$ cat src/rtl/trace_capture_pkg.sv
// Shared definitions for the trace capture buffer: record layout and FSM encoding.
package trace_pkg;

  localparam int unsigned WIDTH_DFLT = 32;
  localparam int unsigned REC_W      = 3 * WIDTH_DFLT;

  // Record field offsets, matching the test-vector file layout {a, b, y}
  localparam int unsigned A_LSB = 2 * WIDTH_DFLT;
  localparam int unsigned B_LSB = WIDTH_DFLT;
  localparam int unsigned Y_LSB = 0;

  localparam logic [1:0] IDLE    = 2'd0;
  localparam logic [1:0] CAPTURE = 2'd1;
  localparam logic [1:0] DRAIN   = 2'd2;
  localparam logic [1:0] DONE    = 2'd3;

endpackage

$ cat src/rtl/trace_capture_if.sv
// Capture/drain bundle of trace_capture; master is the observing harness, slave the buffer.
interface trace_capture_if #(
  parameter int unsigned WIDTH = 32,
  parameter int unsigned AW    = 4
);
  logic               arm;
  logic               stop;
  logic               in_valid;
  logic [WIDTH-1:0]   in_a;
  logic [WIDTH-1:0]   in_b;
  logic [WIDTH-1:0]   in_y;
  logic               out_valid;
  logic               out_ready;
  logic [3*WIDTH-1:0] out_data;
  logic               out_last;
  logic [AW:0]        count;
  logic               overflow;
  logic               busy;

  modport master (
    output arm, stop, in_valid, in_a, in_b, in_y, out_ready,
    input  out_valid, out_data, out_last, count, overflow, busy
  );

  modport slave (
    input  arm, stop, in_valid, in_a, in_b, in_y, out_ready,
    output out_valid, out_data, out_last, count, overflow, busy
  );
endinterface

$ cat src/rtl/trace_capture_mem.sv
// Record storage: DEPTH x W register array, synchronous write, asynchronous read, no reset.
module trace_mem #(
  parameter int unsigned W     = 96,
  parameter int unsigned DEPTH = 16,
  parameter int unsigned AW    = 4
) (
  input  logic          clk,
  input  logic          we,
  input  logic [AW-1:0] wa,
  input  logic [W-1:0]  wd,
  input  logic [AW-1:0] ra,
  output logic [W-1:0]  rd
);

  logic [W-1:0] mem [DEPTH];

  always_ff @(posedge clk) begin
    if (we) mem[wa] <= wd;
  end

  assign rd = mem[ra];

endmodule

$ cat src/rtl/trace_capture.sv
// Capture buffer for {a,b,y} datapath triples; records during CAPTURE, streams them out in DRAIN.
module trace_capture
  import trace_pkg::*;
#(
  parameter int unsigned WIDTH = WIDTH_DFLT,
  parameter int unsigned DEPTH = 16,
  parameter int unsigned AW    = 4
) (
  input  logic            clk,
  input  logic            reset,
  trace_capture_if.slave  bus
);

  localparam int unsigned RW = 3 * WIDTH;

  logic [1:0]    state;
  logic [AW-1:0] wr_ptr;
  logic [AW-1:0] rd_ptr;
  logic [AW:0]   remaining;
  logic [AW:0]   count_next;
  logic [AW-1:0] rd_addr;
  logic [RW-1:0] rec_in;
  logic [RW-1:0] rd_data;
  logic          we;
  logic          xfer;

  assign rec_in     = {bus.in_a, bus.in_b, bus.in_y};
  assign we         = reset && (state == CAPTURE) && bus.in_valid
                      && (bus.count < (AW+1)'(DEPTH));
  assign count_next = bus.count + (AW+1)'(we);
  assign xfer       = bus.out_valid && bus.out_ready;
  // Read port looks one entry ahead while draining; entry 0 is presented at the stop edge
  assign rd_addr    = (state == DRAIN) ? rd_ptr + AW'(1) : '0;
  assign bus.busy   = (state == CAPTURE) || (state == DRAIN);

  trace_mem #(.W(RW), .DEPTH(DEPTH), .AW(AW)) u_mem (
    .clk (clk),
    .we  (we),
    .wa  (wr_ptr),
    .wd  (rec_in),
    .ra  (rd_addr),
    .rd  (rd_data)
  );

  always_ff @(posedge clk) begin
    if (!reset) begin
      state         <= IDLE;
      wr_ptr        <= '0;
      rd_ptr        <= '0;
      remaining     <= '0;
      bus.count     <= '0;
      bus.overflow  <= 1'b0;
      bus.out_valid <= 1'b0;
      bus.out_last  <= 1'b0;
      bus.out_data  <= '0;
    end else begin
      case (state)
        IDLE, DONE: begin
          if (bus.arm) begin
            state        <= CAPTURE;
            wr_ptr       <= '0;
            bus.count    <= '0;
            bus.overflow <= 1'b0;
          end
        end
        CAPTURE: begin
          if (we) begin
            wr_ptr    <= wr_ptr + AW'(1);
            bus.count <= count_next;
          end else if (bus.in_valid) begin
            bus.overflow <= 1'b1;
          end
          if (bus.stop) begin
            rd_ptr    <= '0;
            remaining <= count_next;
            if (count_next == '0) begin
              state <= DONE;
            end else begin
              state         <= DRAIN;
              bus.out_valid <= 1'b1;
              bus.out_last  <= (count_next == (AW+1)'(1));
              // Empty buffer: the stop-cycle record has not reached memory yet
              bus.out_data  <= (bus.count == '0) ? rec_in : rd_data;
            end
          end
        end
        DRAIN: begin
          if (xfer) begin
            if (remaining > (AW+1)'(1)) begin
              rd_ptr       <= rd_ptr + AW'(1);
              remaining    <= remaining - (AW+1)'(1);
              bus.out_data <= rd_data;
              bus.out_last <= (remaining == (AW+1)'(2));
            end else begin
              bus.out_valid <= 1'b0;
              bus.out_last  <= 1'b0;
              state         <= DONE;
            end
          end
        end
        default: state <= IDLE;
      endcase
    end
  end

endmodule

$ cat src/flat_wrapper.sv
// flat-port wrapper written by rule: the top's interface ports become plain ports
module trace_capture_flat import trace_pkg::*;
#(
  parameter int unsigned WIDTH = WIDTH_DFLT,
  parameter int unsigned DEPTH = 16,
  parameter int unsigned AW    = 4
)
  (clk, reset, bus_arm, bus_stop, bus_in_valid, bus_in_a, bus_in_b, bus_in_y, bus_out_ready, bus_out_valid, bus_out_data, bus_out_last, bus_count, bus_overflow, bus_busy);
  trace_capture_if #(.WIDTH(WIDTH), .AW(AW)) bus_i ();
  input  logic clk;
  input  logic reset;
  input wire logic [$bits(bus_i.arm)-1:0] bus_arm;
  input wire logic [$bits(bus_i.stop)-1:0] bus_stop;
  input wire logic [$bits(bus_i.in_valid)-1:0] bus_in_valid;
  input wire logic [$bits(bus_i.in_a)-1:0] bus_in_a;
  input wire logic [$bits(bus_i.in_b)-1:0] bus_in_b;
  input wire logic [$bits(bus_i.in_y)-1:0] bus_in_y;
  input wire logic [$bits(bus_i.out_ready)-1:0] bus_out_ready;
  output wire logic [$bits(bus_i.out_valid)-1:0] bus_out_valid;
  output wire logic [$bits(bus_i.out_data)-1:0] bus_out_data;
  output wire logic [$bits(bus_i.out_last)-1:0] bus_out_last;
  output wire logic [$bits(bus_i.count)-1:0] bus_count;
  output wire logic [$bits(bus_i.overflow)-1:0] bus_overflow;
  output wire logic [$bits(bus_i.busy)-1:0] bus_busy;
  assign bus_i.arm = bus_arm;
  assign bus_i.stop = bus_stop;
  assign bus_i.in_valid = bus_in_valid;
  assign bus_i.in_a = bus_in_a;
  assign bus_i.in_b = bus_in_b;
  assign bus_i.in_y = bus_in_y;
  assign bus_i.out_ready = bus_out_ready;
  assign bus_out_valid = bus_i.out_valid;
  assign bus_out_data = bus_i.out_data;
  assign bus_out_last = bus_i.out_last;
  assign bus_count = bus_i.count;
  assign bus_overflow = bus_i.overflow;
  assign bus_busy = bus_i.busy;
  trace_capture #(.WIDTH(WIDTH), .DEPTH(DEPTH), .AW(AW)) u_core (.clk(clk), .reset(reset), .bus(bus_i));
endmodule
$ cat config.mk
export PLATFORM = sky130hd
export DESIGN_NAME = trace_capture_flat
export DESIGN_NICKNAME = d
export VERILOG_FILES = /design/src/rtl/trace_capture_pkg.sv /design/src/rtl/trace_capture_if.sv /design/src/rtl/trace_capture_mem.sv /design/src/rtl/trace_capture.sv /design/src/flat_wrapper.sv
export SDC_FILE = /design/constraint.sdc
export NUM_CORES = 2
export LEC_CHECK = 0
export BUFFER_PORTS_ARGS = -buffer_cell sky130_fd_sc_hd__clkbuf_2
export CAP_MARGIN = 40
export CORE_MARGIN = 4
export CORE_UTILIZATION = 50
export DETAILED_ROUTE_END_ITERATION = 8
export HOLD_SLACK_MARGIN = 0.12
export PLACE_DENSITY = 0.66
export SYNTH_ARGS = -nofsm -noshare
export SYNTH_HDL_FRONTEND = slang
export SYNTH_SLANG_ARGS = --single-unit
$ cat constraint.sdc
create_clock -name clk -period 21.9 [get_ports clk]
set_input_delay 5.475 -clock clk [delete_from_list [all_inputs] [get_ports clk]]
set_output_delay 5.475 -clock clk [all_outputs]
set_load 0.02 [all_outputs]
==> impl_results.md <==
* Setup violations, final at 0
* Initial Utilization at 50.6%
* IO buf count at just over 200
* Crit-path max FO at between 70 and 80
* Synth top area share at 72.2%
* Most common cell in the netlist: edfxtp_1
* Status: completed
* Sw Ratio at 26.6%
* Worst path arrival time at 10190 ps
* Final wirelength at 162000 um
* Worst Path Class, Setup: in2reg
* Max-slew violations at 0
* Die width at approximately 370 um
* Post-Route Utilization at around 57%
* Nature of the critical path endpoint: register
* Post-layout minimum cycle time at 9550 ps
* Combinational share of power at 16.0%
* Via count at 33.4k
* Post-synth top flop: edfxtp_1
* Die area at 0.134 sq mm
* Mean Syn Cell Area at approximately 20 sq um
* Slew at the pin closest to its max-slew limit at 1010 ps
* CTS max path bufs at 3
* H-tree levels at 4
* Power Internal at 5.52 mW
* Syn Nets at roughly 3.2k
* GP Congestion at 0.766
* Psw at roughly 2 mW
* Reg2reg end: u_core.bus.out_data[3]
* Maximum clock rate at about 100 MHz
* Most area-consuming cells after synthesis: edfxtp_1 72%, mux4_2 14%, dfxtp_1 3.7%
* Initial drt markers at 3862
* Post-Syn Area at 0.0639 sq mm
* Routed length per instance at ~31 um
* Cell variety after synth at 55
* Antenna viol nets, final at 0
* RR Startpoint: u_core.state[1]
* Register area share after synthesis at 75.9%
* Critical Path End: u_core.bus.out_data[3]
* Final #Nets at 3459
* RSZ-0062 raised after global routing: no
* DRT Pass-1 Iters at 5
* Row count at 130
* Post-route setup TNS at 0 ps
* Crit start category: primary input
* GRT Total Usage at between 20 and 25%
* DRC errors left at 0
* Delay of the slowest critical-path stage at 830 ps
* Skew-Pair Late Insertion Delay at 780 ps
* Hold/Removal Path Class: reg2reg
* Syn Inst Count at 3111
* Hold_buf cts at 0
* CP startpoint: reset
* Synthesis-to-finish area growth at 13.4%
* Max Cap Viol at 0
* DP Worst Slack at 11700 ps
* Leak Pwr at 22.5 nW
* Final Hold Viols at 0
* Final WS setup at 12350 ps
* Largest net degree at the start of global routing at between 150 and 200
* Global-route wire length before repair at 234000 um
* Setup Skew at 28.4 ps
* Hold Crit Depth at 2
* Stages on the worst setup path at 11
* Vias/cell at 6.49
* Most used cell, CP: buf_4
* Number of flops mapped to enable cells by yosys at 1536
* Yosys reg bits at 1655
* Initial antenna violation count at 19
* Core ar. at approximately 0.13 sq mm
* Critical Path RT at roughly 23000 ps
* Critical Path, Cell by Cell: buf_4 > and4b_1 > ha_1 > ha_1 > and4b_1 > nand2_4 > buf_4 > buf_4 > a21boi_0 > o21ai_1 > nand4_1
* Number of global-route vias before repair at between 30k and 40k
* TritonCTS Sinks at 1655
* Total grt overflow at 0
* Final non-filler cell total at 5147
* Ys Warns at 0
* Clk network pwr share at 36.0%
* I/O pin total at 207
* Placed cells at 4829
* Slowest stage cell, crit path: buf_4
* R2R setup slack at 16770 ps
* Share of layout cells above drive strength 1 at 26.9%
* Worst Path Buf+Inv at 3
* R2R depth at 12
* PostCTS Resize Cnt at 0
* Reg power frac at 48.1%
* Period utilization at 43.6%
* CTS root buffer: clkbuf_16
* Synth cell count leaders: 1536 x edfxtp_1, 384 x mux4_2, 119 x dfxtp_1
* Ys async rst share at 0%
* Post-CTS Setup Bufs at 0
* Pwr/cell area at 104 mW/mm^2
* Post-DP HPWL at 80400 um
* TritonCTS Buffers at 164
* Max VDD drop at between 0.1 and 0.15 mV
* Rel. slew slack at between 30% and 40%
* CTS tree: done
* Synth area leader: edfxtp_1
* Die Y at 365 um
* Delay-heaviest family, CP: buffers and inverters
* Clock Pin Slew Worst Setup and Hold Paths at 60 ps
## per-stage QoR
step	hold slack (ps)	area (sq um)	power (mW)
floorplan	486	63900	4.42
global placement	469	66500	4.83
detailed placement	508	67200	4.89
CTS	521	72400	7.58
global route	559	72500	7.80
finish	518	72500	7.53
## worst reg2reg max path: stages (launching register included)
cell	delay, ps
dfxtp_1	310
inv_1	80
ha_1	580
and4b_1	480
ha_1	290
ha_1	320
and4b_1	270
nand2_4	430
buf_4	840
buf_4	810
a21boi_0	260
o21ai_1	210
nand4_1	110
## cell usage in the layout (no fill, tap or decap), types with 5 or more instances in the layout
master and count:
a32oi_1 101, clkbuf_2 205, nor2b_1 11, inv_6 7, buf_4 46, clkbuf_1 50
clkbuf_8 13, and4_1 96, inv_1 9, clkinvlp_4 5, nand4_1 91, o21ai_0 6
nor2_4 12, diode_2 11, dfxtp_1 118, edfxtp_1 1536, clkinv_1 29, a21oi_1 12
nand3_1 104, and2_1 7, a21boi_0 101, nor2_1 11, bufinv_16 8, buf_12 19
mux4_2 384, o21ai_1 97, nand2_1 112, clkbuf_16 169, buf_16 20, ha_1 11
clkinv_2 23
## power by group through the flow
stage / Clock, mW / Sequential [mW] / Combinational, mW
2_1_floorplan: 0 / 3.72 / 0.699
3_3_place_gp: 0 / 3.69 / 1.15
3_5_place_dp: 0 / 3.69 / 1.20
4_1_cts: 2.75 / 3.62 / 1.20
5_1_grt: 2.90 / 3.63 / 1.27
6_report: 2.71 / 3.62 / 1.20
## area by class of cell
cell class	count	area, sq um
clock buffers	232	4600
multi-input cells	1225	14300
clock inverters	75	616
repair buffers	290	2300
diodes	11	27.5
flip-flops and latches	1655	48500
inverters	9	33.8
well taps	1650	2060
fillers	9157	53700
## flip-flops by register name (all words and copies together) (netlist names), 2 cells and up
| register | count |
|---|---|
| u_core.u_mem.mem | 1536 |
| u_core.bus.out_data | 96 |
| u_core.bus.count | 5 |
| u_core.remaining | 5 |
| u_core.rd_ptr | 4 |
| u_core.wr_ptr | 4 |
| u_core.state | 2 |
## logic make-up after synthesis
kind of cell,count (synthesis),synth area share [%]
buf+inv,231,1.93
fa+ha+maj,12,0.235
compound gates,346,3.89
simple gates,474,4.36
xor+xnor,4,0.0548
flops,1655,75.9
mux,389,13.6
## metal layers
| metal | wire (um) | track usage [%] |
|---|---|---|
| met4 | 4190 | 7.43 |
| met1 | 62000 | 32.1 |
| met5 | 69 | 0 |
| met2 | 82000 | 41.1 |
| met3 | 13700 | 4.89 |
## worst min path at each step
stage                              from                  end
detailed placement  u_core.bus.overflow  u_core.bus.overflow
CTS                 u_core.bus.overflow  u_core.bus.overflow
global placement    u_core.bus.overflow  u_core.bus.overflow
finish              u_core.bus.overflow  u_core.bus.overflow
global route        u_core.bus.overflow  u_core.bus.overflow
floorplan              u_core.wr_ptr[1]     u_core.wr_ptr[1]
Note: power is estimated with default switching activity, not from simulation.
